==> config.mk <==
export PLATFORM = sky130hd
export DESIGN_NAME = truth_sweep_ctrl
export DESIGN_NICKNAME = d
export VERILOG_FILES = /design/src/rtl/truth_sweep_pkg.sv /design/src/rtl/truth_sweep_ctrl_acc.sv /design/src/rtl/truth_sweep_ctrl.sv
export SDC_FILE = /design/constraint.sdc
export NUM_CORES = 1
export LEC_CHECK = 0
export ABC_CLOCK_PERIOD_IN_PS = 1700
export CORE_ASPECT_RATIO = 1.2
export CORE_MARGIN = 4
export CORE_UTILIZATION = 45
export DETAILED_ROUTE_END_ITERATION = 6
export PLACE_DENSITY = 0.74
export SETUP_SLACK_MARGIN = 0.4
export SYNTH_ARGS = -nofsm -noshare
export SYNTH_HDL_FRONTEND = slang
export SYNTH_SLANG_ARGS = --single-unit
==> constraint.sdc <==
create_clock -name clock -period 1.7 [get_ports clock]
set_clock_uncertainty 0.15 [all_clocks]
set_input_delay 0.17 -clock clock [delete_from_list [all_inputs] [get_ports clock]]
set_output_delay 0.17 -clock clock [all_outputs]
set_load 0.1 [all_outputs]
==> src/rtl/truth_sweep_pkg.sv <==
// Shared constants and types for the truth-table self-test sequencer.
// The default truth table is also the one the datapath implements.
package truth_sweep_pkg;

  localparam int unsigned NUM_VEC = 8;
  localparam int unsigned IDX_W   = 3;
  localparam int unsigned ERR_W   = 4;   // holds 0..NUM_VEC without saturating

  localparam logic [NUM_VEC-1:0] DEFAULT_TRUTH_TABLE = 8'b0011_1001;
  localparam logic [IDX_W-1:0]   LAST_IDX            = 3'(NUM_VEC - 1);

  typedef enum logic [1:0] {
    ST_IDLE = 2'd0,
    ST_RUN  = 2'd1,
    ST_DONE = 2'd2
  } sweep_state_e;

endpackage

==> src/rtl/truth_sweep_ctrl_acc.sv <==
// sweep_result_acc: accumulates mismatches of one sweep.
// clear restarts the tally; finish latches pass including the final sample.
module sweep_result_acc
  import truth_sweep_pkg::*;
(
  input  logic               clock,
  input  logic               reset,
  input  logic               clear,
  input  logic               sample_en,
  input  logic               finish,
  input  logic [IDX_W-1:0]   idx,
  input  logic               z,
  input  logic               expected,
  output logic               pass,
  output logic [ERR_W-1:0]   err_count,
  output logic [NUM_VEC-1:0] fail_mask
);

  logic               mismatch;
  logic               pass_q;
  logic [ERR_W-1:0]   err_q;
  logic [NUM_VEC-1:0] mask_q;

  assign mismatch = sample_en && (z != expected);

  // Tally errors per sweep; pass reflects the count after the last sample.
  always_ff @(posedge clock) begin
    if (reset) begin
      pass_q <= 1'b0;
      err_q  <= '0;
      mask_q <= '0;
    end else if (clear) begin
      pass_q <= 1'b0;
      err_q  <= '0;
      mask_q <= '0;
    end else begin
      if (mismatch) begin
        err_q       <= err_q + ERR_W'(1);
        mask_q[idx] <= 1'b1;
      end
      if (finish) begin
        pass_q <= (err_q == '0) && !mismatch;
      end
    end
  end

  assign pass      = pass_q;
  assign err_count = err_q;
  assign fail_mask = mask_q;

endmodule

==> src/rtl/truth_sweep_ctrl.sv <==
// truth_sweep_ctrl: drives all 8 x vectors into the truth-table datapath,
// checks the delayed z against TRUTH_TABLE and reports pass/err/mask.
// Build option SWEEP_PIPELINE_EN: issue one vector per cycle and track the
// in-flight indices in a (valid, index) shift register; otherwise one vector
// per LATENCY+1 cycles using a wait counter.
module truth_sweep_ctrl
  import truth_sweep_pkg::*;
#(
  parameter logic [NUM_VEC-1:0] TRUTH_TABLE = DEFAULT_TRUTH_TABLE,
  parameter int unsigned        LATENCY     = 2
) (
  input  logic               clock,
  input  logic               reset,
  input  logic               start,
  input  logic               z_dly,
  output logic [IDX_W-1:0]   x_out,
  output logic               busy,
  output logic               done,
  output logic               pass,
  output logic [ERR_W-1:0]   err_count,
  output logic [NUM_VEC-1:0] fail_mask
);

  sweep_state_e     state_q;
  logic [IDX_W-1:0] x_out_q;
  logic             busy_q;
  logic             done_q;

  logic             start_go;
  logic             sample_en;
  logic [IDX_W-1:0] sample_idx;
  logic             last_sample;
  logic             expected;

`ifdef SWEEP_PIPELINE_EN
  logic             issue;
  logic [IDX_W-1:0] issue_idx;
  logic [LATENCY:0] pipe_vld_q;
  logic [IDX_W-1:0] pipe_idx_q [LATENCY+1];
`else
  localparam int unsigned WCNT_W = $clog2(LATENCY + 1);
  logic [WCNT_W-1:0] wcnt_q;
`endif

  // Decode which vector (if any) is being checked at the coming edge.
  // NOTE: every signal gets a default first so no latch can be inferred.
  always_comb begin
    start_go   = start && (state_q != ST_RUN);
    sample_en  = 1'b0;
    sample_idx = x_out_q;
`ifdef SWEEP_PIPELINE_EN
    issue      = start_go || ((state_q == ST_RUN) && (x_out_q != LAST_IDX));
    issue_idx  = start_go ? '0 : x_out_q + 3'd1;
    sample_en  = (state_q == ST_RUN) && pipe_vld_q[LATENCY];
    sample_idx = pipe_idx_q[LATENCY];
`else
    sample_en  = (state_q == ST_RUN) && (wcnt_q == WCNT_W'(LATENCY));
`endif
    last_sample = sample_en && (sample_idx == LAST_IDX);
    expected    = TRUTH_TABLE[sample_idx];
  end

  // Sweep FSM with registered stimulus and status outputs.
  // NOTE: sequential state uses non-blocking assignments so every register
  // sees pre-edge values regardless of statement order.
  always_ff @(posedge clock) begin
    if (reset) begin
      state_q <= ST_IDLE;
      x_out_q <= '0;
      busy_q  <= 1'b0;
      done_q  <= 1'b0;
`ifndef SWEEP_PIPELINE_EN
      wcnt_q  <= '0;
`endif
    end else begin
      case (state_q)
        ST_IDLE, ST_DONE: begin
          if (start_go) begin
            state_q <= ST_RUN;
            busy_q  <= 1'b1;
            done_q  <= 1'b0;
            x_out_q <= '0;
`ifndef SWEEP_PIPELINE_EN
            wcnt_q  <= '0;
`endif
          end
        end
        ST_RUN: begin
`ifdef SWEEP_PIPELINE_EN
          if (x_out_q != LAST_IDX) x_out_q <= x_out_q + 3'd1;
`else
          wcnt_q <= wcnt_q + WCNT_W'(1);
          if (sample_en) begin
            wcnt_q <= '0;
            if (x_out_q != LAST_IDX) x_out_q <= x_out_q + 3'd1;
          end
`endif
          if (last_sample) begin
            state_q <= ST_DONE;
            busy_q  <= 1'b0;
            done_q  <= 1'b1;
          end
        end
        default: state_q <= ST_IDLE;
      endcase
    end
  end

`ifdef SWEEP_PIPELINE_EN
  // Carry each issued index alongside its result through the delay line.
  // NOTE: only the valid bits are reset; index entries are don't-care
  // until their valid bit arrives.
  always_ff @(posedge clock) begin
    if (reset) begin
      pipe_vld_q <= '0;
    end else begin
      pipe_vld_q <= {pipe_vld_q[LATENCY-1:0], issue};
    end
    pipe_idx_q[0] <= issue_idx;
    for (int s = 1; s <= LATENCY; s++) begin
      pipe_idx_q[s] <= pipe_idx_q[s-1];
    end
  end
`endif

  sweep_result_acc u_acc (
    .clock     (clock),
    .reset     (reset),
    .clear     (start_go),
    .sample_en (sample_en),
    .finish    (last_sample),
    .idx       (sample_idx),
    .z         (z_dly),
    .expected  (expected),
    .pass      (pass),
    .err_count (err_count),
    .fail_mask (fail_mask)
  );

  assign x_out = x_out_q;
  assign busy  = busy_q;
  assign done  = done_q;

endmodule

Yosys cells after proc, flatten, opt, wreduce, memory -nomap -nowiden --
Memories as Yosys holds them, arrays and structs flattened. A register that Yosys moved wholly into a read port is not among the register bits. Cells that the tools add are included.
Cells by class: $add $sub $neg 3, magnitude comparators 2, equality and inequality tests 11, mux-type cells 21, bitwise logic cells 1, reduce and logical (&&, ||, !) cells 16
Operators with widths (number):
- two-way mux 3 bit | 5
- two-way mux 2 bit | 4
- OR 8 bit | 1
- case mux 2 bit (2 select lines) | 2
- logical AND 1 bit | 6
- two-way mux 1 bit | 6
- inequality test 2 x 1 -> 1 bit (second input constant) | 3
- case mux 3 bit (2 select lines) | 1
- adder 4 x 1 -> 4 bit (second input constant) | 1
- equality test 2 bit (second input constant) | 2
- logical NOT 4 bit | 1
- less-than comparator 3 x 4 -> 1 bit (second input constant) | 1
- inequality test 2 bit (second input constant) | 2
- case mux 1 bit (2 select lines) | 2
- AND reduction 2 bit | 2
- AND reduction 4 bit | 1
- OR reduction 2 bit | 2
- adder 3 x 1 -> 3 bit (second input constant) | 1
- demux 1 bit (select 3 bit) | 1
- equality test 3 bit (second input constant) | 1
- greater-or-equal comparator 3 x 1 -> 1 bit (second input constant) | 1
- inequality test 3 bit (second input constant) | 1
- AND reduction 3 bit | 1
- adder 2 x 1 -> 2 bit (second input constant) | 1
- 5 further kinds | 5
Storage, ports and cells: bits in registers 22, bits in read-only memories 8, bits of input ports 4, word-level logic and storage cells 63, memories kept 1
Memories:
- (name not given) | depth 8, width 1, read ports 1, clocked after memory_dff 1, write ports 0, line truth_sweep_ctrl.sv:60 | expected = TRUTH_TABLE[sample_idx];

Longest topological paths before layout --
Gate-level depths: netlist of the first run.
word-level depth 6, mapped depth 6, depth with buffers taken out 5

Modules after synthesis --
A second synthesis of the first run with hierarchy kept.
Unflattened totals: cell total of the unflattened synthesis 112, area, all modules 1062.3 µm²
By module, submodules not included:
- sweep_result_acc | instances 1, cells an instance 55, area an instance 545.5 µm²
- truth_sweep_ctrl | instances 1, cells an instance 57, area an instance 516.7 µm²

Least setup slack after synthesis of the first run --
No wires, ideal clock.
kind register -> register, start reg x_out_q[0] (netlist: x_out[0]), end reg, netlist name expected, setup time 0.122 ns, arrival time 2.082 ns, required time 1.428 ns, setup slack -0.654 ns, stages on the path, launching flop included 6, buffers on the path 0, clock period less this slack 2.354 ns, cells stage by stage dfxtp_1 ha_1 ha_1 nor4b_1 xnor2_1 o32a_1
RTL lines:
- start, declared | line truth_sweep_ctrl.sv:25 | logic [IDX_W-1:0] x_out_q;
- start signal, assigned | line truth_sweep_ctrl.sv:95 | if (x_out_q != LAST_IDX) x_out_q <= x_out_q + 3'd1;

==> results of run 1 <==
==> registers in the layout, indices dropped and copies added (netlist names) <==
register and flops:
expected 1, x_out 3, busy 1, u_acc.err_count 4, done 1, wcnt_q 2, u_acc.fail_mask 8, u_acc.pass 1
state_q 2
==> how the worst max path moves through the flow <==
stage                         end  slack (ps)  cells past startpoint
2_1_floorplan            x_out[2]         -20                      5
3_3_place_gp   u_acc.err_count[3]          50                      4
3_5_place_dp   u_acc.err_count[3]          40                      4
4_1_cts                  x_out[2]         130                      4
5_1_grt                  expected          20                      5
6_report                 expected          70                      5
==> synth_stat cells (2+ instances only) <==
library cell | number | area [um2]
buf_2 | 4 | 20.0
o21ai_0 | 2 | 10.0
and2_0 | 2 | 12.5
nand2b_1 | 2 | 12.5
a41oi_1 | 7 | 61.3
nand3_1 | 5 | 25.0
nor2_1 | 12 | 45.0
nand3b_1 | 2 | 15.0
o31ai_1 | 2 | 15.0
clkbuf_1 | 2 | 7.51
nand2_1 | 4 | 15.0
nor3b_1 | 2 | 15.0
xnor2_1 | 3 | 26.3
inv_1 | 7 | 26.3
ha_1 | 4 | 50.1
o21ai_1 | 4 | 20.0
o211ai_1 | 3 | 22.5
dfxtp_1 | 23 | 460
or4_1 | 3 | 22.5
a21oi_1 | 13 | 65.1
==> layout make-up <==
type / count / area (um2)
Fill cell: 91 / 226
Clock buffer: 4 / 26.3
Sequential cell: 23 / 508
Timing Repair Buffer: 49 / 688
Inverter: 7 / 28.8
Tap cell: 31 / 38.8
Multi-Input combinational cell: 84 / 790
==> cells by family (layout without fill, tap and decap cells) <==
group	count (synthesis)	count (layout)
compound gates	35	35
xor+xnor	4	4
fa+ha+maj	4	4
buf+inv	14	60
flops	23	23
simple gates	41	41
==> repair_timing <==
item / 4_1_cts / 5_1_grt
pin swaps: 9 / 21
cloned: 0 / 1
hold endpoints to repair: 0 / 0
setup endpoints to repair: 22 / 23
buffers inserted: 10 / 8
gates resized for setup: 9 / 35
==> placed cells by master, fill, tap and decap left out, types with 2 or more instances in the layout <==
master / instances
nand3b_1: 2
nor3b_1: 2
buf_6: 8
nand3_1: 3
or4_1: 2
clkdlybuf4s50_1: 3
a41oi_2: 7
dfxtp_1: 3
o21ai_2: 4
a21oi_2: 5
dfxtp_2: 11
dfxtp_4: 9
xnor2_1: 3
buf_12: 20
ha_4: 4
buf_8: 2
nand2_1: 3
nor2_1: 11
o211ai_1: 3
nand2b_1: 2
buf_4: 15
a21oi_1: 8
inv_1: 5
o21ai_0: 2
and2_0: 2
clkbuf_4: 3
==> where the power goes <==
group	internal [mW]	switching, mW
Clock	0.0924	0.183
Combinational	0.0565	0.0701
Sequential	0.534	0.0123
==> worst max-delay path, stage by stage, from the launching register on <==
cell and delay [ps]:
dfxtp_4 390, ha_4 170, ha_4 250, nor4b_4 290
xnor2_1 120, o32a_1 180
==> layer usage <==
metal	routed length [um]	global-route usage	vias up
li1	-	-	539
met1	1560	0.251	568
met2	2260	0.388	43
met3	142	0.0191	13
met4	150	0.0985	0
met5	0	0	-
==> through the flow <==
| stage | TNS, ps | util | setup WS, ps | hold slack [ps] |
|---|---|---|---|---|
| 2_1_floorplan | -24.3 | - | -24.3 | 191 |
| 3_3_place_gp | 0 | 0.736 | 47.5 | 319 |
| 3_5_place_dp | 0 | 0.736 | 41.5 | 334 |
| 4_1_cts | 0 | 0.798 | 129 | 354 |
| 5_1_grt | 0 | 0.902 | 17.3 | 390 |
| 6_report | 0 | 0.902 | 67.1 | 363 |
==> flow_metrics.py, run 1 <==
metrics = {
    "timing": {
        "worstMarginPinSlew_ps": 333,
        "max_slew_margin": 0.776,
        "setup_violations": 0,
        "period_needed_ps": 1630,
        "rsz0062_at_grt": "yes",
        "report.final.slew_viol_count": 0,
        "fmax_mhz": 612,
        "final_hold_viol_count": 0,
        "post-route-period-util": 0.961,
    },
    "floorplanning": {
        "die_w_um": 52.8,
        "ios": 22,
        "die-area_mm2": 0.00326,
        "coreArea_mm2": 0.00231,
        "rows": 19,
        "initial_core_util": 0.470,
        "die_h_um": 61.8,
    },
    "final_layout": {
        "area_delta_synth_final_pct": 91.9,
        "diodes": 0,
        "drive_above_1_share": 0.629,
        "finalNetCount": 176,
        "finish.instance_area_mm2": 0.00208,
        "finalNonFillerCells": 198,
    },
    "synthesis": {
        "synth_ff_type": "dfxtp_1",
        "ys_seq_elements": 23,
        "yosys.area_share.simple": 0.234,
        "synth_compound_gate_area_share": 0.209,
        "synth-warning-count": 0,
        "avgSynthCellArea_um2": 8.95,
        "syn_nets": 129,
        "synthArstFlopShare": 0,
        "synthesis.area_mm2": 0.00108,
        "synth_xor_area_frac": 0.0323,
        "syn_inst": 121,
        "synth.area.mux_share": 0,
        "synth_edf_count": 0,
        "synth.distinct_cells": 35,
        "yosys.area_share.adder": 0.0462,
        "synth-seq-area-share": 0.425,
        "synth_top_family_by_area": "simple AND/OR/NAND/NOR gates",
    },
    "worst_hold_path": {
        "min_from": "done",
        "min_to": "done",
        "whs_path_depth": 2,
        "hp-class": "flip-flop to flip-flop",
    },
    "clock_network": {
        "clock_sinks": 23,
        "hold_buffers": 0,
        "cts_made_buffers": 3,
        "root_buffer": "clkbuf_4",
        "htree_levels": 1,
        "cts_tree": "built",
        "clkTransAtPathRegs_ps": 130,
        "clock_latency_ps": 330,
        "clock_path_buffers": 2,
    },
    "setup_path": {
        "cp-startpoint": "x_out[0]",
        "crit_required_ps": 1780,
        "reg2reg_setup_slack_ps": 70,
        "cp-end-kind": "flip-flop",
        "rr_worst_depth": 5,
        "path_max_fanout": 2,
        "r2r_start": "x_out[0]",
        "crit_type": "flip-flop to flip-flop",
        "reg2reg_to": "expected",
        "crit_arrival_ps": 1720,
        "startpoint_type": "flip-flop",
    },
    "routing": {
        "ant_nets": 0,
        "drc_errors": 0,
        "via_count": 1163,
        "viasPerCell": 5.87,
        "totalWireLength_mm": 4.11,
        "drt_iter0_drc": 34,
        "dr.pass1.iters": 4,
        "post_drt_wl_per_cell_um": 20.7,
    },
    "grt": {
        "grt_pass1_vias": 1062,
        "grt_first_pass_wirelength_mm": 5.06,
        "overflow": 0,
        "track_usage": 0.212,
        "grt_max_degree": 13,
        "antenna_found_initial": 0,
    },
    "pwr": {
        "power.leakage_nw": 0.721,
        "powerDensity_mw_per_mm2": 456,
        "power_uw": 948,
        "ir_drop_uv": 708,
    },
    "placement": {
        "dpl_cell_area_mm2": 0.00170,
        "dp.cells": 175,
        "io_buffers": 21,
        "gp_congestion": 0.738,
        "dp_hpwl_mm": 2.00,
    },
    "status": {
        "status": "finished clean",
    },
    "flow_run": {
        "cap_violations": 0,
    },
}
No activity file was read; power rests on OpenSTA's default activity.
==> run 2, diff against run 1 <==
--- a/config.mk
+++ b/config.mk
@@ -8,10 +8,11 @@
 export ABC_CLOCK_PERIOD_IN_PS = 1700
 export CORE_ASPECT_RATIO = 1.2
 export CORE_MARGIN = 4
-export CORE_UTILIZATION = 45
+export CORE_UTILIZATION = 44
 export DETAILED_ROUTE_END_ITERATION = 6
-export PLACE_DENSITY = 0.74
+export PLACE_DENSITY = 0.73
 export SETUP_SLACK_MARGIN = 0.4
 export SYNTH_ARGS = -nofsm -noshare
 export SYNTH_HDL_FRONTEND = slang
+export SYNTH_HIERARCHICAL = 1
 export SYNTH_SLANG_ARGS = --single-unit
==> run 2 against run 1 <==
Compared with the run above:
- utilization fell by 5.5 points
- first-iteration DRC count stayed put
- routed wire length fell by 17%
- highest routed layer unchanged
==> flow_metrics.py, run 2 <==
metrics = {
    "timing": {
        "setup_violations": 0,
        "setup_tns_ps": 0,
        "max_slew_margin": 0.722,
        "holdWs_ps": 338,
        "report.final.slew_viol_count": 0,
        "fmax_mhz": 644,
        "final_hold_viol_count": 0,
        "post-route-period-util": 0.913,
        "finalWorstSetupSlack_ps": 148,
        "period_needed_ps": 1550,
        "worstMarginPinSlew_ps": 415,
        "rsz0062_at_grt": "yes",
    },
    "clock_network": {
        "hold_buffers": 0,
        "clock_path_buffers": 2,
        "cts_made_buffers": 3,
        "cts_tree": "built",
        "htree_levels": 1,
        "root_buffer": "clkbuf_4",
        "clkTransAtPathRegs_ps": 130,
        "clock_latency_ps": 310,
        "clock_sinks": 23,
    },
    "status": {
        "status": "finished clean",
    },
    "placement": {
        "dpl_cell_area_mm2": 0.00163,
        "io_buffers": 21,
        "dp_hpwl_mm": 1.81,
        "dp.cells": 167,
        "pre_cts_slack_ps": -50.1,
        "gp_congestion": 0.801,
    },
    "pwr": {
        "ir_drop_uv": 795,
        "powerDensity_mw_per_mm2": 486,
        "power_uw": 949,
        "power.leakage_nw": 0.723,
    },
    "floorplanning": {
        "rows": 19,
        "ios": 22,
        "die_h_um": 61.8,
        "die-area_mm2": 0.00327,
        "coreArea_mm2": 0.00231,
        "die_w_um": 52.9,
        "initial_core_util": 0.461,
    },
    "synthesis": {
        "synth_ff_type": "dfxtp_1",
        "synth_top_cell_by_area": "dfxtp_1",
        "syn_inst": 112,
        "synthArstFlopShare": 0,
        "synth_common_cells": "dfxtp_1, a21oi_1, a22o_1, o21ai_0, inv_1",
        "yosysMostFrequentCell": "dfxtp_1",
        "avgSynthCellArea_um2": 9.48,
        "synthesis.area_mm2": 0.00106,
        "synth_area_leaders": "dfxtp_1, a22o_1, a21oi_1",
        "ys_seq_elements": 23,
        "synth-seq-area-share": 0.433,
        "synth_edf_count": 0,
        "synth.distinct_cells": 31,
        "synth_top_area_share": 0.433,
        "synth-warning-count": 6,
        "syn_nets": 120,
    },
    "final_layout": {
        "final_common_cell": "buf_4",
        "area_delta_synth_final_pct": 83.7,
        "finalNetCount": 169,
        "nFillCells": 111,
        "finish.instance_area_mm2": 0.00195,
        "diodes": 0,
        "mostFrequentLayoutCells": "buf_4, buf_12, dfxtp_2, dfxtp_1, a22o_1",
        "finish.utilization": 0.846,
        "largest_reg_flops": 8,
        "drive_above_1_share": 0.613,
        "finalNonFillerCells": 191,
    },
    "setup_path": {
        "crit_arrival_ps": 1640,
        "crit_type": "flip-flop to flip-flop",
        "cp-end-kind": "flip-flop",
        "crit_required_ps": 1790,
        "startpoint_type": "flip-flop",
        "path_max_fanout": 6,
    },
    "routing": {
        "totalWireLength_mm": 3.43,
        "via_count": 1117,
        "ant_nets": 0,
        "viasPerCell": 5.85,
        "drt_iter0_drc": 34,
        "post_drt_wl_per_cell_um": 17.9,
        "dr.pass1.iters": 4,
        "drc_errors": 0,
    },
    "grt": {
        "grt_first_pass_wirelength_mm": 4.56,
        "overflow": 0,
        "track_usage": 0.188,
        "grt_pass1_vias": 1038,
        "grt_max_degree": 13,
        "antenna_found_initial": 0,
    },
    "worst_hold_path": {
        "hp-class": "flip-flop to flip-flop",
    },
    "flow_run": {
        "cap_violations": 0,
    },
}
## run 2: cell types whose count changed in the layout (fill, tap and decap cells not counted), sizes merged, moves of 3 or more
cell	change
a22o	+8
a41oi	-7
nand3	-3
nor2	-9
nor3	+4
or3	+3
or3b	+3
or4	-3
## run 2: what timing repair did
action | CTS | global route
pin swaps | 11 | 13
setup buffers | 14 | 6
resized for setup | 15 | 19
endpoints found under the setup margin | 17 | 25
## run 2: routing by layer
layer / wire, um / track usage
met5: 0 / 0
met4: 97 / 0.106
met3: 149 / 0.0286
met2: 1760 / 0.337
met1: 1420 / 0.212
## run 2: power by group
group / internal, mW / leakage, nW / switching, mW
logic: 0.0686 / 0.513 / 0.0777
clock network: 0.0914 / 0.0150 / 0.166
registers: 0.537 / 0.195 / 0.00878
## run 2: area by class of cell
cell class                      instances  area [um2]  share of cell area
Sequential cell                        23         497               0.254
Tap cell                               31        38.8              0.0199
Multi-Input combinational cell         81         753               0.386
Timing Repair Buffer                   46         609               0.312
Clock buffer                            4        26.3              0.0135
Inverter                                6        27.5              0.0141
## run 2: worst paths after layout
check | from | endpoint | slack, ps | cells after the start
worst max-delay path | state_q[1] | u_acc/err_count[3] | 150 | 5
worst min register to register | done | done | 340 | 2
worst min-delay path | done | done | 340 | 2
worst max register to register | state_q[1] | u_acc/err_count[3] | 150 | 5
## run 2: kinds of logic (layout without fill, tap and decap cells)
group,count (synthesis),count (layout),synth area share
simple gates,39,39,0.253
compound gates,35,35,0.212
flops,23,23,0.433
buf+inv,8,56,0.0294
fa+ha+maj,4,4,0.0471
xor+xnor,3,3,0.0247
## run 2: worst max-delay path: stages, from the launching register on
cell and delay (ps):
dfxtp_4 390, nand4bb_4 220, inv_4 120, nand4_1 110, or3_1 350, a21oi_1 150
==> run 3, diff against run 2 <==
--- a/config.mk
+++ b/config.mk
@@ -5,12 +5,15 @@
 export SDC_FILE = /design/constraint.sdc
 export NUM_CORES = 1
 export LEC_CHECK = 0
-export ABC_CLOCK_PERIOD_IN_PS = 1700
+export ABC_CLOCK_PERIOD_IN_PS = 1400
+export CELL_PAD_IN_SITES_DETAIL_PLACEMENT = 1
+export CELL_PAD_IN_SITES_GLOBAL_PLACEMENT = 1
 export CORE_ASPECT_RATIO = 1.2
 export CORE_MARGIN = 4
-export CORE_UTILIZATION = 44
+export CORE_UTILIZATION = 34
 export DETAILED_ROUTE_END_ITERATION = 6
-export PLACE_DENSITY = 0.73
+export MAX_ROUTING_LAYER = met4
+export PLACE_DENSITY_LB_ADDON = 0.1
 export SETUP_SLACK_MARGIN = 0.4
 export SYNTH_ARGS = -nofsm -noshare
 export SYNTH_HDL_FRONTEND = slang
==> constraint.sdc (replaced) <==
create_clock -name clock -period 1.4 [get_ports clock]
set_clock_uncertainty 0.15 [all_clocks]
set_input_delay 0.14 -clock clock [delete_from_list [all_inputs] [get_ports clock]]
set_output_delay 0.14 -clock clock [all_outputs]
set_load 0.1 [all_outputs]
==> run 3 against run 2 <==
Compared with the run above:
- final area rose by 13%
- utilization shrank 8.3 points
- combinational power increased by 60%
- critical endpoint is now expected
- sequential cell count unchanged
- die area is 25% higher
- first-iteration DRC count up 97%
- via count rose by 11%
- cell count up 12%
- routed wire length grew 58%
- total power up 31%
- the run now ends with setup timing left
- global-route usage rose by 2.2 points
- sequential power grew 21%
==> flow_metrics.py, run 3 (synthesis results as in run 2) <==
metrics = {
    "timing": {
        "worstMarginPinSlew_ps": 322,
        "rsz0062_at_grt": "yes",
        "finalWorstSetupSlack_ps": -188,
        "report.final.slew_viol_count": 0,
        "setup_violations": 20,
        "period_needed_ps": 1590,
        "max_slew_margin": 0.784,
        "fmax_mhz": 630,
        "setup_tns_ps": -2280,
        "post-route-period-util": 1.13,
        "final_hold_viol_count": 0,
    },
    "floorplanning": {
        "rows": 21,
        "die_w_um": 59.0,
        "initial_core_util": 0.368,
        "die_h_um": 69.2,
        "die-area_mm2": 0.00409,
        "ios": 22,
        "coreArea_mm2": 0.00289,
    },
    "clock_network": {
        "cts_tree": "built",
        "clock_sinks": 23,
        "htree_levels": 1,
        "clock_path_buffers": 2,
        "clkTransAtPathRegs_ps": 150,
        "clock_latency_ps": 330,
        "root_buffer": "clkbuf_4",
        "cts_made_buffers": 3,
    },
    "routing": {
        "ant_nets": 0,
        "drt_iter0_drc": 67,
        "post_drt_wl_per_cell_um": 25.2,
        "dr.pass1.iters": 4,
        "drc_errors": 0,
        "viasPerCell": 5.79,
        "via_count": 1240,
        "totalWireLength_mm": 5.40,
    },
    "setup_path": {
        "cp-end-kind": "flip-flop",
        "slowest_delay_ps": 390,
        "crit_required_ps": 1530,
        "startpoint_type": "flip-flop",
        "crit_buf_inv": 0,
        "cpMostUsedCell": "ha_4",
        "path_max_fanout": 3,
        "slowest_stage": "dfxtp_4",
        "critPathTopFamily": "compound AO/OA/AOI/OAI gates",
        "crit_type": "flip-flop to flip-flop",
        "crit_arrival_ps": 1710,
        "path_cells": "ha_4 -> ha_4 -> o21a_1 -> o2111ai_2 -> o41a_1",
    },
    "final_layout": {
        "finalNonFillerCells": 214,
        "diodes": 0,
        "drive_above_1_share": 0.761,
        "area_delta_synth_final_pct": 108,
        "finish.instance_area_mm2": 0.00221,
        "final_common_cell": "buf_4",
        "finish.utilization": 0.763,
        "largest_reg_flops": 8,
        "finalNetCount": 189,
        "mostFrequentLayoutCells": "buf_4, buf_12, dfxtp_2, buf_6",
    },
    "pwr": {
        "powerDensity_mw_per_mm2": 562,
        "ir_drop_uv": 1130,
        "power_mw": 1.24,
        "power.leakage_nw": 0.857,
    },
    "placement": {
        "dp.cells": 189,
        "gp_congestion": 0.844,
        "dp_hpwl_mm": 2.61,
        "dpl_cell_area_mm2": 0.00180,
        "io_buffers": 21,
    },
    "status": {
        "violations": "setup timing",
        "status": "finished, violations left",
    },
    "flow_run": {
        "cap_violations": 0,
    },
    "grt": {
        "grt_pass1_vias": 1260,
        "track_usage": 0.210,
        "overflow": 0,
        "grt_max_degree": 13,
        "grt_first_pass_wirelength_mm": 6.40,
        "antenna_found_initial": 0,
    },
    "worst_hold_path": {
        "hp-class": "flip-flop to flip-flop",
    },
}
run 3: cell count changes in the layout (fill, tap and decap cells not counted), sizes merged:
cell / delta
inv: -1
clkinv: +1
buf: +20
run 3: per-stage QoR:
stage | hold slack (ps) | worst slack (ps)
final | 376 | -188
after global routing | 402 | -312
after CTS | 356 | -144
after detailed placement | 335 | -295
after global placement | 315 | -181
after floorplan | 169 | -220
run 3: what timing repair did:
item | in CTS | in global routing
setup endpoints to repair | 41 | 41
pin swaps | 16 | 20
hold buffers | 0 | 0
hold endpoints to repair | 0 | 0
buffers inserted | 10 | 11
resized for setup | 32 | 26
run 3: power by group:
group	total [mW]	internal, mW	switching (mW)
sequential	0.659	0.649	0.0100
combinational	0.234	0.114	0.120
clock	0.348	0.112	0.236
total	1.24	0.875	0.366
run 3: layout make-up:
type / instances / area, um2
fill: 252 / 684
clock buffer: 4 / 26.3
timing repair buffer: 66 / 793
inverter: 6 / 37.5
sequential: 23 / 510
tap: 34 / 42.5
multi-input combinational: 81 / 796
run 3: path summary, 6_finish.rpt:
check                               from       end  slack [ps]  cells past startpoint
worst min-delay path                done      done         380                      2
worst min register to register      done      done         380                      2
worst max-delay path            x_out[1]  expected        -190                      5
worst max register to register  x_out[1]  expected        -190                      5
run 3: worst reg2reg max path, delay by kind of cell, from the launching register on:
kind | cells | cell delay [ps]
DFF | 1 | 390
AOI/OAI and AO/OA | 3 | 590
adders and majority gates | 2 | 410
run 3: layer usage:
metal	global-route usage	routed length [um]	up-vias
met2	0.378	2980	45
met1	0.222	1950	622
met5	-	0	-
li1	-	-	553
met3	0.0317	212	20
met4	0.0781	255	0
